<file path="config.mk">
export PLATFORM = sky130hd
export DESIGN_NAME = alu4_issue_ctrl
export DESIGN_NICKNAME = d
export VERILOG_FILES = /design/src/rtl/alu4_issue_ctrl.sv
export SDC_FILE = /design/constraint.sdc
export NUM_CORES = 1
export LEC_CHECK = 0
export CAP_MARGIN = 20
export CELL_PAD_IN_SITES_DETAIL_PLACEMENT = 2
export CELL_PAD_IN_SITES_GLOBAL_PLACEMENT = 2
export CORE_ASPECT_RATIO = 1.5
export CORE_MARGIN = 5
export CORE_UTILIZATION = 29
export CTS_BUF_LIST = sky130_fd_sc_hd__clkbuf_4 sky130_fd_sc_hd__clkbuf_8 sky130_fd_sc_hd__clkbuf_16
export DETAILED_ROUTE_END_ITERATION = 8
export PLACE_DENSITY = 0.78
export SKIP_LAST_GASP = 1
export SYNTH_ARGS = -nofsm -noshare
export SYNTH_HDL_FRONTEND = slang
export SYNTH_SLANG_ARGS = --single-unit
</file>
<file path="constraint.sdc">
create_clock -name clk -period 1.5 [get_ports clk]
set_clock_uncertainty 0.15 [all_clocks]
set_input_delay 0.3 -clock clk [delete_from_list [all_inputs] [get_ports clk]]
set_output_delay 0.3 -clock clk [all_outputs]
set_load 0.03 [all_outputs]
</file>
<file path="src/rtl/alu4_issue_ctrl.sv">
// Issue/writeback controller for a combinational 4-bit ALU: owns a 4x4 operand register file,
// issues registered operands, waits EXEC_CYCLES, then captures and presents the result.
module alu4_issue_ctrl #(
  parameter int unsigned EXEC_CYCLES = 1,
  parameter bit          WRITEBACK   = 1'b1
) (
  input  logic       clk,
  input  logic       rst_n,
  input  logic       in_valid,
  output logic       in_ready,
  input  logic       in_load,
  input  logic [7:0] in_data,
  output logic [3:0] alu_a,
  output logic [3:0] alu_b,
  output logic [3:0] alu_opcode,
  input  logic [3:0] alu_out,
  input  logic       alu_z,
  output logic       res_valid,
  input  logic       res_ready,
  output logic [3:0] res_data,
  output logic       res_z,
  output logic [7:0] op_count
);

  if (EXEC_CYCLES < 1 || EXEC_CYCLES > 4) begin : g_bad_exec_cycles
    $error("alu4_issue_ctrl: EXEC_CYCLES must be in 1..4");
  end

  localparam logic [1:0] CntInit = 2'(EXEC_CYCLES - 1);

  typedef enum logic [1:0] {StIdle, StExec, StResp} state_e;

  state_e      state_q, state_d;
  logic [3:0]  rf_q [4];
  logic [3:0]  rf_d [4];
  logic [3:0]  alu_a_q, alu_a_d;
  logic [3:0]  alu_b_q, alu_b_d;
  logic [3:0]  alu_op_q, alu_op_d;
  logic [1:0]  ra_q, ra_d;
  logic [1:0]  cnt_q, cnt_d;
  logic [3:0]  res_data_q, res_data_d;
  logic        res_z_q, res_z_d;
  logic        res_valid_q, res_valid_d;
  logic        in_ready_q, in_ready_d;
  logic [7:0]  op_count_q, op_count_d;

  always_comb begin
    state_d     = state_q;
    rf_d        = rf_q;
    alu_a_d     = alu_a_q;
    alu_b_d     = alu_b_q;
    alu_op_d    = alu_op_q;
    ra_d        = ra_q;
    cnt_d       = cnt_q;
    res_data_d  = res_data_q;
    res_z_d     = res_z_q;
    res_valid_d = res_valid_q;
    in_ready_d  = in_ready_q;
    op_count_d  = op_count_q;

    case (state_q)
      StIdle: begin
        if (in_valid) begin
          if (in_load) begin
            rf_d[in_data[5:4]] = in_data[3:0];
          end else begin
            // Operands come from the pre-edge register file contents.
            alu_a_d    = rf_q[in_data[3:2]];
            alu_b_d    = rf_q[in_data[1:0]];
            alu_op_d   = in_data[7:4];
            ra_d       = in_data[3:2];
            cnt_d      = CntInit;
            in_ready_d = 1'b0;
            state_d    = StExec;
          end
        end
      end
      StExec: begin
        if (cnt_q != 2'd0) begin
          cnt_d = cnt_q - 2'd1;
        end else begin
          res_data_d  = alu_out;
          res_z_d     = alu_z;
          if (WRITEBACK) begin
            rf_d[ra_q] = alu_out;
          end
          op_count_d  = op_count_q + 8'd1;
          res_valid_d = 1'b1;
          state_d     = StResp;
        end
      end
      StResp: begin
        if (res_ready) begin
          res_valid_d = 1'b0;
          in_ready_d  = 1'b1;
          state_d     = StIdle;
        end
      end
      default: begin
        res_valid_d = 1'b0;
        in_ready_d  = 1'b1;
        state_d     = StIdle;
      end
    endcase
  end

  always_ff @(posedge clk) begin
    if (!rst_n) begin
      state_q     <= StIdle;
      for (int i = 0; i < 4; i++) begin
        rf_q[i] <= 4'd0;
      end
      alu_a_q     <= 4'd0;
      alu_b_q     <= 4'd0;
      alu_op_q    <= 4'd0;
      ra_q        <= 2'd0;
      cnt_q       <= 2'd0;
      res_data_q  <= 4'd0;
      res_z_q     <= 1'b0;
      res_valid_q <= 1'b0;
      in_ready_q  <= 1'b1;
      op_count_q  <= 8'd0;
    end else begin
      state_q     <= state_d;
      rf_q        <= rf_d;
      alu_a_q     <= alu_a_d;
      alu_b_q     <= alu_b_d;
      alu_op_q    <= alu_op_d;
      ra_q        <= ra_d;
      cnt_q       <= cnt_d;
      res_data_q  <= res_data_d;
      res_z_q     <= res_z_d;
      res_valid_q <= res_valid_d;
      in_ready_q  <= in_ready_d;
      op_count_q  <= op_count_d;
    end
  end

  assign in_ready   = in_ready_q;
  assign alu_a      = alu_a_q;
  assign alu_b      = alu_b_q;
  assign alu_opcode = alu_op_q;
  assign res_valid  = res_valid_q;
  assign res_data   = res_data_q;
  assign res_z      = res_z_q;
  assign op_count   = op_count_q;

endmodule
</file>
==> impl_metrics.csv <==
group,metric,value,unit
outcome,status,"finished, violations left",
outcome,violations,"negative setup slack",
critical_path,worstSetupStartpointType,"flop",
drt,dr.first_iter.drc_count,97,
sta,period_share,1.240,
clock_tree,cts_sinks,49,
yosys,ys_warn_count,0,
finish,final_cells,489,
sta,period_minus_slack,1.859,ns
grt,grt_usage,0.2210,
yosys,seq_area_frac_synth,0.3817,
floorplan,die_w,86.87,um
critical_path,cp-end-kind,"flop",
sta,max_freq,0.5378,GHz
drt,via_per_inst,5.573,
floorplan,num_rows,42,
drt,drt-wirelength-per-cell,25.39,um
grt,grt_pass1_vias,3126,
clock_tree,htreeDepth,2,
critical_path,r2r_slack,-0.36,ns
finish,area_growth,67.82,%
clock_tree,cts_tree,"built",
floorplan,initial_core_util,0.2946,
clock_tree,cts_buffers,5,
sta,setup_ws,-0.3593,ns
clock_tree,worstSkewPairLatency,0.30,ns
floorplan,coreArea,0.008723,mm^2
grt,antenna_found_initial,0,
yosys,netlist_area,0.002570,mm^2
yosys,synthDistinctLibCells,37,
placed_design,dp_slack,-0.5644,ns
drt,via_count,2725,
floorplan,io_pins,45,
sta,slew_violations,0,
grt,grt_overflow_total,0,
critical_path,worstSetupPathType,"reg -> reg",
finish,finalInstanceArea,0.004313,mm^2
sta,setup_viol,47,
clock_tree,cts-root-buf,"clkbuf_16",
run,drv_cap,0,
yosys,synth-seq-cells,49,
clock_tree,path_clk_slew,0.08,ns
clock_tree,clock_path_buffers,2,
power,power_density,768.2,mW/mm^2
floorplan,die_area,0.01088,mm^2
critical_path,cp_max_fo,5,
sta,hold_viol,0,
finish,post_route_cells_drive_above_1_share,0.5594,
power,vdd_drop_max,0.4789,mV
placed_design,place_area,0.003435,mm^2
placed_design,place_congestion,0.7798,
drt,wirelength,12420,um
drt,ant_nets,0,
placed_design,dp_cells,452,
yosys,syn_area_per_cell,9.518,um^2
finish,n_antenna_cell,0,
placed_design,post-dp-hpwl,6450,um
placed_design,io_buffers,44,
worst_hold_path,hold_class,"reg -> reg",
power,leakage,1.645,nW
sta,tightest_slew,0.3896,ns
yosys,syn_nets,290,
yosys,synthCells,270,
critical_path,crit_required,1.57,ns
grt,grt_pass1_wl,18100,um
finish,fin_nets,398,
grt,grt_max_degree,50,
floorplan,chipHeight,125.3,um
drt,remaining_drc_errors,0,
sta,slew_headroom,0.7395,
sta,holdWs,0.3215,ns
sta,fin_setup_tns,-10.93,ns
drt,drt-pass1-iter-count,4,
critical_path,cp.arrival,1.93,ns
sta,rsz0062_at_grt,"true",
==> metrics by stage <==
step	utilization	power, mW
2_1_floorplan	-	1.626
3_3_place_gp	0.3937	1.844
3_5_place_dp	0.3937	1.860
4_1_cts	0.4621	3.215
5_1_grt	0.4944	3.422
6_report	0.4944	3.313
==> final timing paths <==
check                              start       end  cells after the start
worst max-delay path            cnt_q[0]  rf_q[14]                      7
worst min-delay path            alu_b[0]  alu_b[0]                      2
worst max register to register  cnt_q[0]  rf_q[14]                      7
worst min register to register  alu_b[0]  alu_b[0]                      2
==> area by class of cell <==
type / instances / area [um^2]
multi-input combinational: 200 / 1858
clock inverter: 2 / 17.52
sequential: 49 / 991.0
clock buffer: 6 / 138.9
tap: 110 / 137.6
fill: 909 / 4410
timing repair buffer: 119 / 1159
inverter: 3 / 11.26
==> sequential cells by signal (all words and copies together), names as in the netlist <==
register and count:
res_data 4, rf_q 16, alu_opcode 4, op_count 8, res_valid 1, cnt_q 2
res_z 1, alu_a 4, ra_q 2, alu_b 4, state_q 2, in_ready 1
==> cells in the final DEF (no fill, tap or decap), types with 3 or more instances in the layout <==
cell             count
a21boi_1            19
a21boi_2            18
a21oi_2              5
a21oi_4              3
a31oi_4              4
a32oi_1             14
and2_1               7
buf_12               9
buf_4               58
buf_6               22
clkbuf_16            6
clkbuf_2             8
clkdlybuf4s50_1     13
dfxtp_1             45
dlygate4sd2_1        4
mux4_2               8
nand2_1             14
nand2_2             15
nand2_4             15
nand4_1              3
nor2b_1              4
o21ai_0              9
o21ai_1              5
o21ai_2              5
or3_1               12
or3_4                5
xnor2_1              3
==> timing repair <==
item / 4_1_cts / 5_1_grt
hold buffers: 0 / 0
resized for setup: 119 / 76
pin swaps: 56 / 37
setup buffers: 13 / 13
endpoints found under the hold margin: 0 / 0
setup endpoints to repair: 55 / 57
gates cloned: 5 / 0
==> metal layers <==
metal  GRT usage  share of wire  up-vias
met2      0.4183           0.58       80
met1      0.2135           0.34     1397
met5           0              0        -
li1            -              -     1211
met4      0.1257          0.050        0
met3     0.04147          0.032       37
==> synthesized netlist by cell type, drive strengths merged <==
| cell | n | area, um^2 |
|---|---|---|
| inv | 3 | 11.26 |
| or3 | 17 | 106.4 |
| xor2 | 2 | 17.52 |
| nand2 | 44 | 165.2 |
| nand3 | 2 | 10.01 |
| and2 | 8 | 50.05 |
| a31oi | 1 | 12.51 |
| xnor2 | 4 | 35.03 |
| and4bb | 2 | 32.53 |
| dfxtp | 49 | 980.9 |
| nor4b | 2 | 47.55 |
| mux4 | 8 | 180.2 |
| clkbuf | 14 | 111.4 |
| o21a | 1 | 7.510 |
| nand4 | 3 | 18.77 |
| and3 | 1 | 6.260 |
| buf | 7 | 53.80 |
| and4b | 1 | 13.76 |
| nor2 | 3 | 11.26 |
| and3b | 1 | 10.01 |
| o21ai | 19 | 95.09 |
| nand2b | 1 | 6.260 |
| nor3 | 4 | 20.02 |
| a21boi | 37 | 277.8 |
| nor3b | 2 | 15.01 |
| or4b | 1 | 10.01 |
| nand3b | 1 | 7.510 |
| ha | 2 | 25.02 |
| a21oi | 9 | 60.05 |
| nor2b | 5 | 31.28 |
| a32oi | 16 | 140.1 |
==> power by group <==
group | internal, mW | leakage [nW] | switching [mW] | total [mW]
logic | 0.341 | 1.17 | 0.352 | 0.694
registers | 1.32 | 0.399 | 0.0342 | 1.36
clock network | 0.676 | 0.0775 | 0.586 | 1.26
==> cell families (layout without fill, tap and decap cells) <==
family / count (synthesis) / in the layout / synth area share
AND/OR/NAND/NOR: 98 / 98 / 0.2186
AO/OA/AOI/OAI: 83 / 86 / 0.2308
buffers and inverters: 24 / 130 / 0.06864
flip-flops: 49 / 49 / 0.3817
multiplexers: 8 / 8 / 0.07011
XOR/XNOR: 6 / 6 / 0.02045
adder cells (fa/ha/maj): 2 / 2 / 0.009736
==> worst max-delay path: stages, from the launching register on <==
cell      delay, ns
dfxtp_2        0.37
inv_2          0.06
ha_4           0.16
and3b_2        0.26
a31oi_4        0.32
buf_4          0.18
o21ai_0        0.09
a21boi_1       0.18
No activity file was read; power rests on OpenSTA's default activity.
